## config.mk

```make
export PLATFORM = sky130hd
export DESIGN_NAME = decode_operand_stage
export DESIGN_NICKNAME = d
export VERILOG_FILES = /design/src/rtl/rv32_pkg.sv /design/src/rtl/decode_operand_stage_imm_gen.sv /design/src/rtl/decode_operand_stage.sv
export SDC_FILE = /design/constraint.sdc
export NUM_CORES = 1
export LEC_CHECK = 0
export ABC_CLOCK_PERIOD_IN_PS = 2350
export BUFFER_PORTS_ARGS = -buffer_cell sky130_fd_sc_hd__buf_2
export CAP_MARGIN = 30
export CORE_MARGIN = 5
export CORE_UTILIZATION = 48
export CTS_CLUSTER_DIAMETER = 120
export DETAILED_ROUTE_END_ITERATION = 12
export HOLD_SLACK_MARGIN = 0.1
export PLACE_DENSITY = 0.81
export SLEW_MARGIN = 20
export SYNTH_ARGS = -nofsm -noshare
export SYNTH_HDL_FRONTEND = slang
export SYNTH_SLANG_ARGS = --single-unit
```

## constraint.sdc

```tcl
create_clock -name clock -period 2.35 [get_ports clock]
set_input_delay 0.1175 -clock clock [delete_from_list [all_inputs] [get_ports clock]]
set_output_delay 0.1175 -clock clock [all_outputs]
set_load 0.005 [all_outputs]
```

## src/rtl/rv32_pkg.sv

```systemverilog
// Shared RV32 definitions for the pd5 pipeline: base opcodes, the canonical NOP
// and per-opcode register-usage helpers.
package rv32_pkg;

  localparam int XLEN = 32;

  localparam logic [6:0] OP     = 7'b0110011;
  localparam logic [6:0] OP_IMM = 7'b0010011;
  localparam logic [6:0] LOAD   = 7'b0000011;
  localparam logic [6:0] STORE  = 7'b0100011;
  localparam logic [6:0] BRANCH = 7'b1100011;
  localparam logic [6:0] JAL    = 7'b1101111;
  localparam logic [6:0] JALR   = 7'b1100111;
  localparam logic [6:0] LUI    = 7'b0110111;
  localparam logic [6:0] AUIPC  = 7'b0010111;
  localparam logic [6:0] SYSTEM = 7'b1110011;

  localparam logic [XLEN-1:0] NOP_INSN = 32'h00000013;

  // Unknown opcodes are treated as reading rs1 so a hazard is never missed.
  function automatic logic uses_rs1(input logic [6:0] opcode);
    logic used;
    case (opcode)
      LUI, AUIPC, JAL: used = 1'b0;
      default:         used = 1'b1;
    endcase
    return used;
  endfunction

  function automatic logic uses_rs2(input logic [6:0] opcode);
    logic used;
    case (opcode)
      BRANCH, STORE, OP: used = 1'b1;
      default:           used = 1'b0;
    endcase
    return used;
  endfunction

  function automatic logic writes_rd(input logic [6:0] opcode);
    logic used;
    case (opcode)
      BRANCH, STORE: used = 1'b0;
      default:       used = 1'b1;
    endcase
    return used;
  endfunction

endpackage

```

## src/rtl/decode_operand_stage_imm_gen.sv

```systemverilog
// Combinational RV32 immediate generator; also reused by the PC-target logic,
// so it stays free of any pipeline state.
module imm_gen
  import rv32_pkg::*;
(
  input  logic [XLEN-1:0] insn,
  output logic [XLEN-1:0] imm
);

  logic sign_s;

  assign sign_s = insn[31];

  // Select the immediate layout from the opcode; unknown opcodes give zero.
  always_comb begin
    imm = 32'h00000000;
    case (insn[6:0])
      OP_IMM, LOAD, JALR: imm = {{20{sign_s}}, insn[31:20]};
      STORE:              imm = {{20{sign_s}}, insn[31:25], insn[11:7]};
      BRANCH:             imm = {{19{sign_s}}, insn[31], insn[7], insn[30:25], insn[11:8], 1'b0};
      LUI, AUIPC:         imm = {insn[31:12], 12'h000};
      JAL:                imm = {{11{sign_s}}, insn[31], insn[19:12], insn[20], insn[30:21], 1'b0};
      default:            imm = 32'h00000000;
    endcase
  end

endmodule

```

## src/rtl/decode_operand_stage.sv

```systemverilog
// pd5 ID stage: register-file addressing, writeback bypass, immediate decode,
// load-use stall and the ID/EX pipeline register.
module decode_operand_stage
  import rv32_pkg::*;
#(
  parameter logic [31:0] NOP = NOP_INSN
)(
  input  logic        clock,
  input  logic        reset,
  input  logic        if_valid,
  input  logic [31:0] if_pc,
  input  logic [31:0] if_insn,
  output logic [4:0]  rf_addr_rs1,
  output logic [4:0]  rf_addr_rs2,
  input  logic [31:0] rf_data_rs1,
  input  logic [31:0] rf_data_rs2,
  input  logic        wb_write_enable,
  input  logic [4:0]  wb_addr_rd,
  input  logic [31:0] wb_data_rd,
  input  logic        ex_flush,
  output logic        stall_if,
  output logic        ex_valid,
  output logic [31:0] ex_pc,
  output logic [31:0] ex_insn,
  output logic [4:0]  ex_rs1,
  output logic [4:0]  ex_rs2,
  output logic [4:0]  ex_rd,
  output logic [31:0] ex_rs1_data,
  output logic [31:0] ex_rs2_data,
  output logic [31:0] ex_imm,
  output logic        ex_is_load
);

  logic [6:0]      opcode_s;
  logic [4:0]      rs1_s;
  logic [4:0]      rs2_s;
  logic [4:0]      rd_s;
  logic [XLEN-1:0] imm_s;
  logic [XLEN-1:0] rs1_data_s;
  logic [XLEN-1:0] rs2_data_s;
  logic            hz_s;

  assign opcode_s    = if_insn[6:0];
  assign rs1_s       = if_insn[19:15];
  assign rs2_s       = if_insn[24:20];
  assign rf_addr_rs1 = rs1_s;
  assign rf_addr_rs2 = rs2_s;

  imm_gen u_imm_gen (
    .insn (if_insn),
    .imm  (imm_s)
  );

  // Destination index, zeroed for opcodes that write no register.
  always_comb begin
    rd_s = 5'd0;
    if (writes_rd(opcode_s)) begin
      rd_s = if_insn[11:7];
    end else begin
      rd_s = 5'd0;
    end
  end

  // The register file writes on the edge, so forward the in-flight writeback.
  always_comb begin
    rs1_data_s = rf_data_rs1;
    rs2_data_s = rf_data_rs2;
    if (wb_write_enable && (wb_addr_rd != 5'd0) && (wb_addr_rd == rs1_s)) begin
      rs1_data_s = wb_data_rd;
    end else begin
      rs1_data_s = rf_data_rs1;
    end
    if (wb_write_enable && (wb_addr_rd != 5'd0) && (wb_addr_rd == rs2_s)) begin
      rs2_data_s = wb_data_rd;
    end else begin
      rs2_data_s = rf_data_rs2;
    end
  end

  // Load-use: the load in EX has no data yet for a dependent instruction in ID.
  always_comb begin
    hz_s = 1'b0;
    if (if_valid && ex_valid && ex_is_load && (ex_rd != 5'd0)) begin
      hz_s = (uses_rs1(opcode_s) && (rs1_s == ex_rd)) ||
             (uses_rs2(opcode_s) && (rs2_s == ex_rd));
    end else begin
      hz_s = 1'b0;
    end
  end

  // A flush discards the stalled instruction, so it also cancels the stall.
  always_comb begin
    stall_if = 1'b0;
    if (reset || ex_flush) begin
      stall_if = 1'b0;
    end else begin
      stall_if = hz_s;
    end
  end

  // ID/EX pipeline register: reset, then flush/stall bubbles, else capture.
  always_ff @(posedge clock) begin
    if (reset) begin
      ex_valid    <= 1'b0;
      ex_pc       <= 32'h00000000;
      ex_insn     <= NOP;
      ex_rs1      <= 5'd0;
      ex_rs2      <= 5'd0;
      ex_rd       <= 5'd0;
      ex_rs1_data <= 32'h00000000;
      ex_rs2_data <= 32'h00000000;
      ex_imm      <= 32'h00000000;
      ex_is_load  <= 1'b0;
    end else if (ex_flush || hz_s) begin
      ex_valid   <= 1'b0;
      ex_insn    <= NOP;
      ex_rd      <= 5'd0;
      ex_is_load <= 1'b0;
    end else begin
      ex_valid    <= if_valid;
      ex_pc       <= if_pc;
      ex_insn     <= if_insn;
      ex_rs1      <= rs1_s;
      ex_rs2      <= rs2_s;
      ex_rd       <= rd_s;
      ex_rs1_data <= rs1_data_s;
      ex_rs2_data <= rs2_data_s;
      ex_imm      <= imm_s;
      ex_is_load  <= (opcode_s == LOAD);
    end
  end

endmodule

```

==> results.md <==
- TritonRoute pass-1 iters: 8
- Routed Wire Length: between 40000 and 50000 um
- Slew @ Worst Pin: between 0.8 and 0.9 ns
- Final hold violations: 0
- Core area: between 0.015 and 0.02 sq mm
- Starting density of the core: 0.487
- Pin count of the biggest net entering global routing: 66
- #FFs+latches synth: 177
- H-tree levels: 4
- Met3 WL: a little over 6000 um
- Mapped Area: 0.00805 sq mm
- Area Overhead vs Synth: 59.7%
- TritonCTS clock tree: yes
- Port-buffer cells: 357
- FILL cells: ~1000
- Leak: between 0.005 and 0.006 uW
- Post-synth EDFFs: 0
- CTS max path bufs: 2
- Synth Warn #: 0
- Clock Skew: between 0.015 and 0.02 ns
- Post-synthesis cell type count: between 40 and 50
- Post-route met1 wirelength: between 10000 and 15000 um
- Clock Tree Root: clkbuf_16
- Critical path required time: approximately 2.7 ns
- Share of cells above drive strength 1: 0.353
- Gr ovfl total: 0
- Max transition margin: 0.458
- Row count: 47
- Routed WL per cell: about 26 um
- Outcome: finished with violations
- Max cap viols: 0
- Via count: 11100
- PwrDens: about 600 mW/mm^2
- Initial DRC Count: 1592
- Die area: ~0.019 sq mm
- Failing checks: negative setup slack
- Vias in the first global route: 10300
- Setup violations, final: 13
- Via density: roughly 6.9
- Period Utilization, post-route: 1.04
- Worst-Skew Late Latency: 0.45 ns
- Pins over their slew limit: 0
- First-pass GRT wire length: roughly 59000 um
- Sequential area share after synthesis: 0.440
- Type of the most critical hold path: in -> reg
- Most frequently used flop master after synthesis: dfxtp_1
- Syn nets: 1084
- Final core occ: 0.778
- Syn Area/Cell: slightly below 9 sq um
- VDD IR-drop max: between 500 and 600 uV
- Die height: ~140 um
- RSZ-0062 raised after global routing: true
- CP Max Fanout: 20
- Crit Path Category: reg -> reg
- Placed inst area: 0.00998 sq mm
- PnR Total Power: 7680 uW
- Setup crit end kind: flop
- Minimum clock period: 2.44 ns
- Die X: roughly 140 um
- I/O pins: between 300 and 400
- FMAX: roughly 0.41 GHz
- Post-route cell area: between 0.01 and 0.015 sq mm
- CP startpoint kind: flop
- Final WS setup: -0.0866 ns
- Final #Nets: ~1600
- Clock sink count: roughly 180
- Syn Inst Count: about 910
- Post-synthesis async set-or-reset flop share: 0
- RePlAce Congestion: 0.973
- Initial antenna violation count: 2
- Crit path arrival time: 2.76 ns
- DRC Markers: 0
- Metal2 WL: 18900 um
- Clk slew on worst S/H paths: ~0.080 ns
- GRT Overall Usage: 0.376
- DP HPWL: ~21000 um
- Top sig layer: met4
- Inserted Clock Buffers: 17
- ANT nets after route: 0
==> metal layers <==
metal | global-route usage | up-vias
met5 | 0 | -
met4 | 0.253 | 0
met3 | 0.115 | 367
met2 | 0.595 | 1249
met1 | 0.438 | 5021
li1 | - | 4499
==> power by group <==
group,total [uW],switching (uW),internal (uW),leakage (uW)
logic,1460,789,668,0.00379
clock network,2940,1330,1620,0.000290
registers,3280,110,3170,0.00146
==> path summary, 6_finish.rpt <==
| check | cells past startpoint | startpoint | end | slack (ns) |
|---|---|---|---|---|
| min | 2 | if_insn[24] | ex_rs2[4]$_SDFFE_PP0N_ | 0.13 |
| max reg2reg | 7 | ex_rd[1]$_SDFF_PP0_ | ex_rs1_data[14]$_SDFFE_PP0N_ | -0.09 |
| max | 7 | ex_rd[1]$_SDFF_PP0_ | ex_rs1_data[14]$_SDFFE_PP0N_ | -0.09 |
| min reg2reg | 2 | ex_pc[19]$_SDFFE_PP0N_ | ex_pc[19]$_SDFFE_PP0N_ | 0.47 |
==> Yosys cell counts, types with 15 or more instances <==
master | instances | area share
a211oi_1 | 19 | 0.018
buf_2 | 33 | 0.021
dfxtp_1 | 177 | 0.44
and2_1 | 25 | 0.019
nand2_1 | 15 | 0.0070
clkbuf_1 | 81 | 0.038
o21ai_0 | 65 | 0.040
nand4_1 | 42 | 0.033
nand3_1 | 70 | 0.044
o31ai_1 | 39 | 0.036
xnor2_1 | 15 | 0.016
a31oi_1 | 88 | 0.068
a21oi_1 | 51 | 0.032
a311oi_1 | 77 | 0.084
==> registers in the layout, summed over array words and instances, names as in the netlist <==
| signal | count |
|---|---|
| ex_rs2 | 5 |
| ex_rs2_data | 32 |
| ex_rs1_data | 32 |
| ex_is_load | 1 |
| ex_imm | 32 |
| ex_insn | 32 |
| ex_rd | 5 |
| ex_rs1 | 5 |
| ex_pc | 32 |
| ex_valid | 1 |
==> through the flow <==
stage	setup TNS (ns)	hold slack [ns]	setup WS [ns]	cells
2_1_floorplan	0	0.219	0.172	914
3_3_place_gp	0	0.338	0.115	1398
3_5_place_dp	0	0.341	0.0389	1398
4_1_cts	-0.00518	0.105	-0.00518	1599
5_1_grt	-2.03	0.134	-0.256	1615
6_report	-0.310	0.134	-0.0866	1616
==> cells by family after synthesis <==
group           synth area share
compound gates             0.309
xor+xnor                  0.0218
buf+inv                   0.0780
flops                      0.440
mux                      0.00124
simple gates               0.150
==> cell type report <==
cell class | instances | area [sq um] | share of cell area
Inverter | 10 | 40.0 | 0.00311
Sequential cell | 177 | 3550 | 0.276
Clock buffer | 19 | 443 | 0.0344
Clock inverter | 13 | 150 | 0.0117
Tap cell | 220 | 275 | 0.0214
Antenna cell | 2 | 5.00 | 0.000389
Timing Repair Buffer | 580 | 4260 | 0.331
Multi-Input combinational cell | 595 | 4150 | 0.322
==> repair_timing <==
item / CTS / global route
hold endpoints to repair: 156 / 0
pin swaps: 4 / 11
cloned: 3 / 8
hold buffers: 159 / 0
resized for setup: 10 / 42
endpoints found under the setup margin: 1 / 134
buffers inserted: 7 / 7
==> worst max-delay path: stages (launching register included) <==
cell	delay, ns
dfxtp_2	0.33
or4_4	0.55
o2111ai_4	0.24
or3_4	0.22
buf_8	0.21
buf_12	0.19
a31oi_1	0.14
a311oi_4	0.43
==> placed cells by master (no fill, tap or decap), drive strengths merged, types with 2 or more instances in the layout <==
master       netlist  routed
nand2b             3       3
or4                2       2
nor2               4       4
buf               50     412
and3               7       7
o31ai             39      39
diode              0       2
o211ai             8       8
a21oi             51      51
dlygate4sd3        0     159
dfxtp            177     177
and4b              3       3
and4               3       3
a211oi            19      19
o21ai             66      66
xor2               5       5
nand4             42      42
bufinv             0       2
o2111ai            4       4
a31oi             88      88
clkinv             0       6
nor2b             11      11
nor3              11      11
nor4               3       3
a311oi            77      77
and2              25      25
a22o              10      10
clkbuf            82      27
nand2             15      15
inv               10      14
nor3b              2       2
and3b              2       2
nand3             70      70
o211a              2       2
xnor2             15      15
No activity file was read; power rests on OpenSTA's default activity.
